## src/rtl/demux_pkg.sv

```systemverilog
// Shared types and sizing for the 1-to-8 serial deserialiser.
package demux_pkg;

    localparam int unsigned NLANES = 8;
    localparam int unsigned SLOT_W = 3;

    typedef logic [SLOT_W-1:0] slot_t;
    typedef logic [NLANES-1:0] lane_t;

    typedef enum logic {
        IDLE    = 1'b0,
        COLLECT = 1'b1
    } state_e;

    // Physical lane filled by a slot; MSB-first ordering mirrors the word.
    function automatic slot_t lane_of(input slot_t slot, input bit lsb_first);
        slot_t lane;
        if (lsb_first) begin
            lane = slot;
        end else begin
            lane = SLOT_W'(NLANES - 1) - slot;
        end
        return lane;
    endfunction

endpackage : demux_pkg

```

## src/rtl/slot_decoder.sv

```systemverilog
// One-hot staging-lane write enables from the current slot, qualified by valid.
module slot_decoder
    import demux_pkg::*;
#(
    parameter bit LSB_FIRST = 1'b1
) (
    input  logic [SLOT_W-1:0] slot_i,
    input  logic              en_i,
    output logic [NLANES-1:0] lane_we_o_c
);

    always_comb begin
        lane_we_o_c = '0;
        if (en_i) begin
            lane_we_o_c[lane_of(slot_i, LSB_FIRST)] = 1'b1;
        end
    end

endmodule : slot_decoder

```

## src/rtl/demux1x8_deser.sv

```systemverilog
// Serial-to-parallel deserialiser: eight qualified bits form one registered word,
// with start-of-frame resynchronisation and a sticky framing error flag.
module demux1x8_deser
    import demux_pkg::*;
#(
    parameter bit LSB_FIRST = 1'b1,
    parameter bit CHECK_SOF = 1'b1
) (
    input  logic              clk,
    input  logic              rst_n,
    input  logic              din,
    input  logic              vin,
    input  logic              sof,
    input  logic              clr_err,
    output logic [SLOT_W-1:0] s,
    output logic [NLANES-1:0] d,
    output logic              dv,
    output logic              err
);

    state_e            state_q, state_d;
    logic [SLOT_W-1:0] s_q, s_d;
    logic [NLANES-1:0] staging_q, staging_d;
    logic [NLANES-1:0] d_q, d_d;
    logic              dv_q, dv_d;
    logic              err_q, err_d;

    logic              resync_c;
    logic [SLOT_W-1:0] slot_sel_c;
    logic [NLANES-1:0] lane_we_c;
    logic [NLANES-1:0] word_c;

    // A qualified sof restarts the frame, so it always writes slot 0.
    assign resync_c   = vin & sof;
    assign slot_sel_c = resync_c ? '0 : s_q;

    slot_decoder #(
        .LSB_FIRST (LSB_FIRST)
    ) u_slot_decoder (
        .slot_i      (slot_sel_c),
        .en_i        (vin),
        .lane_we_o_c (lane_we_c)
    );

    assign word_c = (staging_q & ~lane_we_c) | (lane_we_c & {NLANES{din}});

    always_comb begin
        state_d   = state_q;
        s_d       = s_q;
        staging_d = staging_q;
        d_d       = d_q;
        dv_d      = 1'b0;
        err_d     = err_q;

        if (clr_err) begin
            err_d = 1'b0;
        end

        if (resync_c) begin
            // Partial word is dropped silently; only the error flag records it.
            staging_d = lane_we_c & {NLANES{din}};
            s_d       = SLOT_W'(1);
            state_d   = COLLECT;
            if (CHECK_SOF && (state_q == COLLECT)) begin
                err_d = 1'b1;
            end
        end else if (vin) begin
            if (s_q == SLOT_W'(NLANES - 1)) begin
                d_d       = word_c;
                dv_d      = 1'b1;
                s_d       = '0;
                staging_d = '0;
                state_d   = IDLE;
            end else begin
                staging_d = word_c;
                s_d       = s_q + SLOT_W'(1);
                state_d   = COLLECT;
            end
        end
    end

    always_ff @(posedge clk or negedge rst_n) begin
        if (!rst_n) begin
            state_q   <= IDLE;
            s_q       <= '0;
            staging_q <= '0;
            d_q       <= '0;
            dv_q      <= 1'b0;
            err_q     <= 1'b0;
        end else begin
            state_q   <= state_d;
            s_q       <= s_d;
            staging_q <= staging_d;
            d_q       <= d_d;
            dv_q      <= dv_d;
            err_q     <= err_d;
        end
    end

    assign s   = s_q;
    assign d   = d_q;
    assign dv  = dv_q;
    assign err = err_q;

endmodule : demux1x8_deser

```

## config.mk

```make
export PLATFORM = sky130hd
export DESIGN_NAME = demux1x8_deser
export DESIGN_NICKNAME = d
export VERILOG_FILES = /design/src/rtl/demux_pkg.sv /design/src/rtl/slot_decoder.sv /design/src/rtl/demux1x8_deser.sv
export SDC_FILE = /design/constraint.sdc
export NUM_CORES = 1
export LEC_CHECK = 0
export ABC_AREA = 1
export CAP_MARGIN = 10
export CORE_ASPECT_RATIO = 1.5
export CORE_MARGIN = 1.5
export CORE_UTILIZATION = 40
export CTS_CLUSTER_DIAMETER = 50
export DETAILED_ROUTE_END_ITERATION = 10
export DONT_BUFFER_PORTS = 1
export SLEW_MARGIN = 20
export SYNTH_ARGS = -nofsm -noshare
export SYNTH_HDL_FRONTEND = slang
export SYNTH_SLANG_ARGS = --single-unit
```

## constraint.sdc

```tcl
create_clock -name clk -period 1.19 [get_ports clk]
set_input_delay 0.357 -clock clk [delete_from_list [all_inputs] [get_ports clk]]
set_output_delay 0.357 -clock clk [all_outputs]
set_load 0.02 [all_outputs]
```

* After elaboration in Yosys (flattened, before gate mapping)
Cells that the tools add are included.
** Storage, ports and cells
- Bits in registers :: 22
- Input port bits :: 6
- Output and inout port bits :: 13
- Word-level logic and storage cells :: 39
** Operators by class
- Add/subtract/negate cells :: 1
- $lt $le $gt $ge :: 2
- Equal/unequal tests :: 1
- Multiplexer cells :: 20
- Bitwise operators :: 6
- Reduce and logical (&&, ||, !) cells :: 3
** Operators by type and width (count)
- $mux 8 :: 4
- $and 8x8->8 :: 2
- $mux 3 :: 5
- $mux 1 :: 10
- $not 8->8 :: 1
- $or 8x8->8 :: 1
- $lt 3x4->1 const B :: 1
- $add 3x1->3 const B :: 1
- $demux 1 s3 :: 1
- $eq 3x3->1 const B :: 1
- $ge 3x1->1 const B :: 1
- $reduce_and 3->1 :: 1
- $reduce_bool 2->1 :: 1
- $and 1x1->1 :: 1
- $logic_and 1x1->1 :: 1
- $not 1->1 :: 1

* Longest topological paths before layout
- Word-level depth :: 14
- Depth in mapped cells :: 8
- Depth with buffers taken out :: 8

* Hierarchy
From an unflattened synthesis, not the netlist that was laid out.
** Second synthesis, totals
- Cells, all modules :: 157
- Area total of the unflattened synthesis :: 1174.9 um^2
** Modules (own cells, without submodules)
- demux1x8_deser :: times used 1, cells an instance 140, area an instance 1111.1 um^2, seq. area each 550.5 um^2
- slot_decoder :: times used 1, cells an instance 17, area an instance 63.8 um^2, seq. area each 0.0 um^2

* Least setup slack after synthesis
Ideal clock, no wire load.
- Path type :: register to register
- From :: reg s_q[0] (netlist: s[0])
- To :: reg d_q[0] (netlist: d[0])
- Library setup time :: 0.116 ns
- Arrival :: 1.344 ns
- Required time :: 1.074 ns
- Path slack :: -0.270 ns
- Cell stages (with the launch flop) :: 8
- Path buffers :: 0
- Period minus slack after synthesis :: 1.460 ns
- Path through :: dfrtp_1 > ha_1 > ha_1 > inv_1 > nor2_4 > inv_2 > nand2_1 > nand2_1
** Between the ends
- Cells in the longest elaborated chain, start to end :: 10
- Elaborated cells between the ends (all ways) :: 14
- Classes of those cells :: 2 x order compare; 1 x eq/ne; 5 x mux; 4 x bitwise; 2 x reduce/logical
** RTL lines
- start: declaration :: RTL line demux1x8_deser.sv:22 : logic [SLOT_W-1:0] s_q, s_d;
- start signal: assignment :: RTL line demux1x8_deser.sv:85 : s_q <= '0;
- start signal: assignment :: RTL line demux1x8_deser.sv:92 : s_q <= s_d;
- $mux 3 :: RTL line demux1x8_deser.sv:35 : assign slot_sel_c = resync_c ? '0 : s_q;
- $mux 3 :: RTL line slot_decoder.sv:14 : if (en_i) begin
- $lt 3x4->1 (implied by the code) or $ge 3x1->1 (tied branches) :: RTL line slot_decoder.sv:15 : lane_we_o_c[lane_of(slot_i, LSB_FIRST)] = 1'b1;
- $logic_and 1x1->1 (implied by the code) :: RTL line slot_decoder.sv:15
- $mux 1 (implied by the code) :: RTL line slot_decoder.sv:15
- $demux 1 s3
- $mux 8 :: RTL line slot_decoder.sv:14
- $not 8->8 :: RTL line demux1x8_deser.sv:45 : assign word_c = (staging_q & ~lane_we_c) | (lane_we_c & {NLANES{din}});
- $and 8x8->8 :: RTL line demux1x8_deser.sv:45
- $or 8x8->8 :: RTL line demux1x8_deser.sv:45
- end signal: assignment :: RTL line demux1x8_deser.sv:87 : d_q <= '0;
- end signal: assignment :: RTL line demux1x8_deser.sv:94 : d_q <= d_d;
- end: declaration :: RTL line demux1x8_deser.sv:24 : logic [NLANES-1:0] d_q, d_d;
Parallel ways exist; a longest one is shown, timed or not. The select of a mux whose other input is x is not followed.
A chain may end at the register's enable or synchronous reset.

* Worst setup path in the final report
- From :: reg s_q[0] (netlist: s[0])
- To :: out s[0]
** RTL lines
- end: declaration :: RTL line demux1x8_deser.sv:15 : output logic [SLOT_W-1:0] s,
No word-level cell between the ends.

==> tab_implementation.tex <==
\begin{tabular}{lr}
\hline
Metric & Value \\
\hline
\multicolumn{2}{l}{\textbf{Run status}} \\
Run status & complete, but fails checks \\
Violations in the final reports & setup timing \\
\multicolumn{2}{l}{\textbf{Floorplan}} \\
Row cnt & 23 \\
Core ar. & 2620 um2 \\
Chip Width & 45.6 um \\
Y dimension of the die & 66.9 um \\
Starting utilization of the core area & 0.416 \\
IO Count & 19 \\
Total Die Area & 3050 um2 \\
\multicolumn{2}{l}{\textbf{Routing}} \\
Routed wire length per instance & 13.1 um \\
Vias after detailed routing & 1010 \\
Detailed-route wire length & 2.63 mm \\
Violation count after the first detailed-routing iteration & 35 \\
Average vias per placed instance & 5.02 \\
Residual DRC count & 0 \\
Residual antenna-violating net count after detailed routing & 0 \\
TritonRoute pass-1 iters & 4 \\
\multicolumn{2}{l}{\textbf{Setup path}} \\
Cell-by-cell trace of the critical path & buf\_6 -> buf\_6 \\
Critical Setup Path Class & reg2out \\
Required time at the worst-slack endpoint & 830 ps \\
Endpoint arrival time on the critical path & 970 ps \\
R2R cell count & 7 \\
Register-to-register setup slack & -80 ps \\
Type of element capturing the critical path & output port \\
Termination of the worst setup path & s[0] \\
Biggest cell delay along the critical path & 450 ps \\
Critical path's most frequent cell & sky130\_fd\_sc\_hd\_\_buf\_6 \\
Slowest CP cell & sky130\_fd\_sc\_hd\_\_dfrtp\_2 \\
CP Launch Type & flip-flop \\
RR Endpoint & d[3]\$\_DFFE\_PN0P\_ \\
Highest net fanout along the worst path & 4 \\
Worst flop-to-flop path startpoint & s[1]\$\_DFFE\_PN0P\_ \\
Critical path origin & s[0]\$\_DFFE\_PN0P\_ \\
\multicolumn{2}{l}{\textbf{Synthesis}} \\
Unique cell type count in the Yosys netlist & 20 \\
Number of enable flip-flop cells after synthesis & 0 \\
Synthesis-stage register bit count & 22 \\
Synthesized netlist cell count & 140 \\
Most instantiated cells after synthesis & sky130\_fd\_sc\_hd\_\_nand2\_1, sky130\_fd\_sc\_hd\_\_dfrtp\_1, sky130\_fd\_sc\_hd\_\_nand3\_1, sky130\_fd\_sc\_hd\_\_inv\_1 \\
Largest area contributor in the netlist & sky130\_fd\_sc\_hd\_\_dfrtp\_1 \\
Predominant post-synthesis flop cell & sky130\_fd\_sc\_hd\_\_dfrtp\_1 \\
Top cells by area in the synthesized netlist & sky130\_fd\_sc\_hd\_\_dfrtp\_1, sky130\_fd\_sc\_hd\_\_nand2\_1, sky130\_fd\_sc\_hd\_\_nand3\_1 \\
Most frequent cell after synthesis & sky130\_fd\_sc\_hd\_\_nand2\_1 \\
Ys Warns & 0 \\
Post-Syn Area per Cell & 7.78 um2 \\
Async set or reset register ratio after synthesis & 1.00 \\
Post-synth top area share & 0.506 \\
Sequential fraction of the synthesis area & 0.506 \\
Post-synth net total & 148 \\
Summed instance area of the synthesized netlist & 1090 um2 \\
\multicolumn{2}{l}{\textbf{Placed design}} \\
Placer's final routability congestion estimate & 0.748 \\
Half-perimeter wire length of the detailed placement result & 1.68 mm \\
Worst setup slack after placement & -120 ps \\
Count of port buffers added during placement & 0 \\
Placed Cells incl. Taps & 186 \\
Post-Place Cell Area & 1240 um2 \\
\multicolumn{2}{l}{\textbf{STA}} \\
Final count of negative-setup-slack endpoints & 21 \\
Fin crit period & 1330 ps \\
Final clock skew & 4.16 ps \\
Peak Freq & 753 MHz \\
Setup slack after layout & -137 ps \\
Final-report max-slew violation count & 0 \\
Setup repair after global routing missed its margin & true \\
Ratio of final minimum period to clock period & 1.12 \\
Hold slack final & 179 ps \\
Actual slew at the worst max-slew pin & 299 ps \\
Number of endpoints with negative hold slack in the final report & 0 \\
Worst rel slew slack & 0.800 \\
\multicolumn{2}{l}{\textbf{Global route}} \\
Wire length of the first global-routing pass & 4.44 mm \\
Initial antenna violation count & 0 \\
Pin count of the biggest net entering global routing & 23 \\
Global Route Usage Sum & 0.197 \\
Vias in the first global route & 1018 \\
Gr ovfl total & 0 \\
\multicolumn{2}{l}{\textbf{Worst hold path}} \\
Type of the tightest min-delay check & in2reg \\
\multicolumn{2}{l}{\textbf{Clock network}} \\
Clock tree buffer depth & 2 \\
Number of sinks on the clock net & 22 \\
Clock-pin slew on the worst setup and hold paths & 80 ps \\
H-tree level count & 1 \\
Worst skew pair latency & 260 ps \\
TritonCTS clock tree & yes \\
Library cell used as clock root buffer & sky130\_fd\_sc\_hd\_\_clkbuf\_8 \\
Clock buffers created by TritonCTS & 3 \\
\multicolumn{2}{l}{\textbf{Final layout}} \\
Final standard cell count with taps included and fillers excluded & 201 \\
Sequential Area & 554 um2 \\
Diodes inserted & 0 \\
Synthesis-to-layout area growth & 42.6\% \\
FILL cells & 230 \\
Post-route cell area & 1550 um2 \\
Total number of nets in the final design & 173 \\
Multi-input logic area & 644 um2 \\
Layout cells sized above 1 & 0.427 \\
Core utilization of the finished layout & 0.593 \\
\multicolumn{2}{l}{\textbf{Power and ir drop}} \\
Power density over the cells & 1160 nW/um2 \\
Leakage Power & 0.783 nW \\
Worst IR drop on VDD & 0.796 mV \\
\multicolumn{2}{l}{\textbf{Run}} \\
Max cap viols & 0 \\
\hline
\end{tabular}
==> worst min path at each step <==
stage / end / slack (ps) / cells past startpoint / from
global route: state_q$_DFFE_PN0P_ / 180 / 1 / vin
finish: state_q$_DFFE_PN0P_ / 180 / 1 / vin
detailed placement: d[3]$_DFFE_PN0P_ / 60 / 0 / rst_n
global placement: d[3]$_DFFE_PN0P_ / 60 / 0 / rst_n
CTS: s[2]$_DFFE_PN0P_ / -220 / 0 / rst_n
floorplan: d[0]$_DFFE_PN0P_ / 60 / 0 / rst_n
==> per-layer routing <==
metal,up-vias,global-route usage,share of wire
li1,485,-,-
met1,487,0.233,0.42
met2,31,0.333,0.52
met3,7,0.0407,0.041
met4,0,0.0809,0.019
met5,-,0,0
==> metrics by stage <==
step / TNS [ps] / power (mW)
3_5_place_dp: -1150 / 1.11
2_1_floorplan: -829 / 1.02
5_1_grt: -2450 / 1.89
3_3_place_gp: -927 / 1.11
4_1_cts: -918 / 1.75
6_report: -1120 / 1.80
==> repair_timing <==
| item | in CTS | in global routing |
|---|---|---|
| setup buffers | 7 | 1 |
| gates resized for setup | 34 | 18 |
| gates cloned | 1 | 0 |
| endpoints found under the hold margin | 22 | 22 |
| pin swaps | 19 | 10 |
| endpoints found under the setup margin | 20 | 22 |
==> critical path: cells and delay by family, from the launching register on <==
| kind | cells | cell delay, ps |
|---|---|---|
| flops | 1 | 450 |
| buf+inv | 2 | 250 |
==> sequential cells by signal, summed over array words and instances (netlist names) <==
name and count:
d 8, staging_q 8, s 3, dv 1, err 1, state_q 1
==> area by class of cell <==
cell class                 instances  share of cell area
tap                               37              0.0298
inverter                          10              0.0274
multi-input combinational        107               0.415
timing repair buffer              21               0.135
clock buffer                       4              0.0355
sequential                        22               0.357
==> power breakdown <==
group / switching [mW] / internal (mW)
Clock: 0.244 / 0.295
Combinational: 0.224 / 0.185
Sequential: 0.0580 / 0.789
==> cell families (layout without fill, tap and decap cells) <==
family                   Yosys count  count (layout)  share of synthesized area
AO/OA/AOI/OAI                      7               8                     0.0471
adder cells (fa/ha/maj)            2               2                     0.0230
buffers and inverters             12              35                     0.0425
AND/OR/NAND/NOR                   97              97                      0.382
flip-flops                        22              22                      0.506
==> layout by cell type (no fill, tap or decap) <==
cell type / Yosys / routed
sky130_fd_sc_hd__a21oi_1: 1 / 1
sky130_fd_sc_hd__a21oi_4: 1 / 2
sky130_fd_sc_hd__buf_12: 0 / 1
sky130_fd_sc_hd__buf_4: 0 / 9
sky130_fd_sc_hd__buf_6: 0 / 10
sky130_fd_sc_hd__clkbuf_8: 0 / 4
sky130_fd_sc_hd__dfrtp_1: 22 / 19
sky130_fd_sc_hd__dfrtp_2: 0 / 3
sky130_fd_sc_hd__dlygate4sd3_1: 0 / 1
sky130_fd_sc_hd__ha_4: 0 / 2
sky130_fd_sc_hd__inv_1: 8 / 7
sky130_fd_sc_hd__inv_2: 2 / 1
sky130_fd_sc_hd__inv_4: 0 / 2
sky130_fd_sc_hd__nand2_1: 78 / 52
sky130_fd_sc_hd__nand2_2: 1 / 27
sky130_fd_sc_hd__nand2_4: 1 / 1
sky130_fd_sc_hd__nand3_1: 10 / 10
sky130_fd_sc_hd__nand4_1: 1 / 1
sky130_fd_sc_hd__nor2_4: 1 / 5
sky130_fd_sc_hd__nor2_8: 1 / 1
sky130_fd_sc_hd__o21ai_0: 3 / 1
sky130_fd_sc_hd__o21ai_1: 0 / 1
sky130_fd_sc_hd__o21ai_4: 0 / 2
sky130_fd_sc_hd__o22ai_1: 1 / 1
No activity file was read; power rests on OpenSTA's default activity.
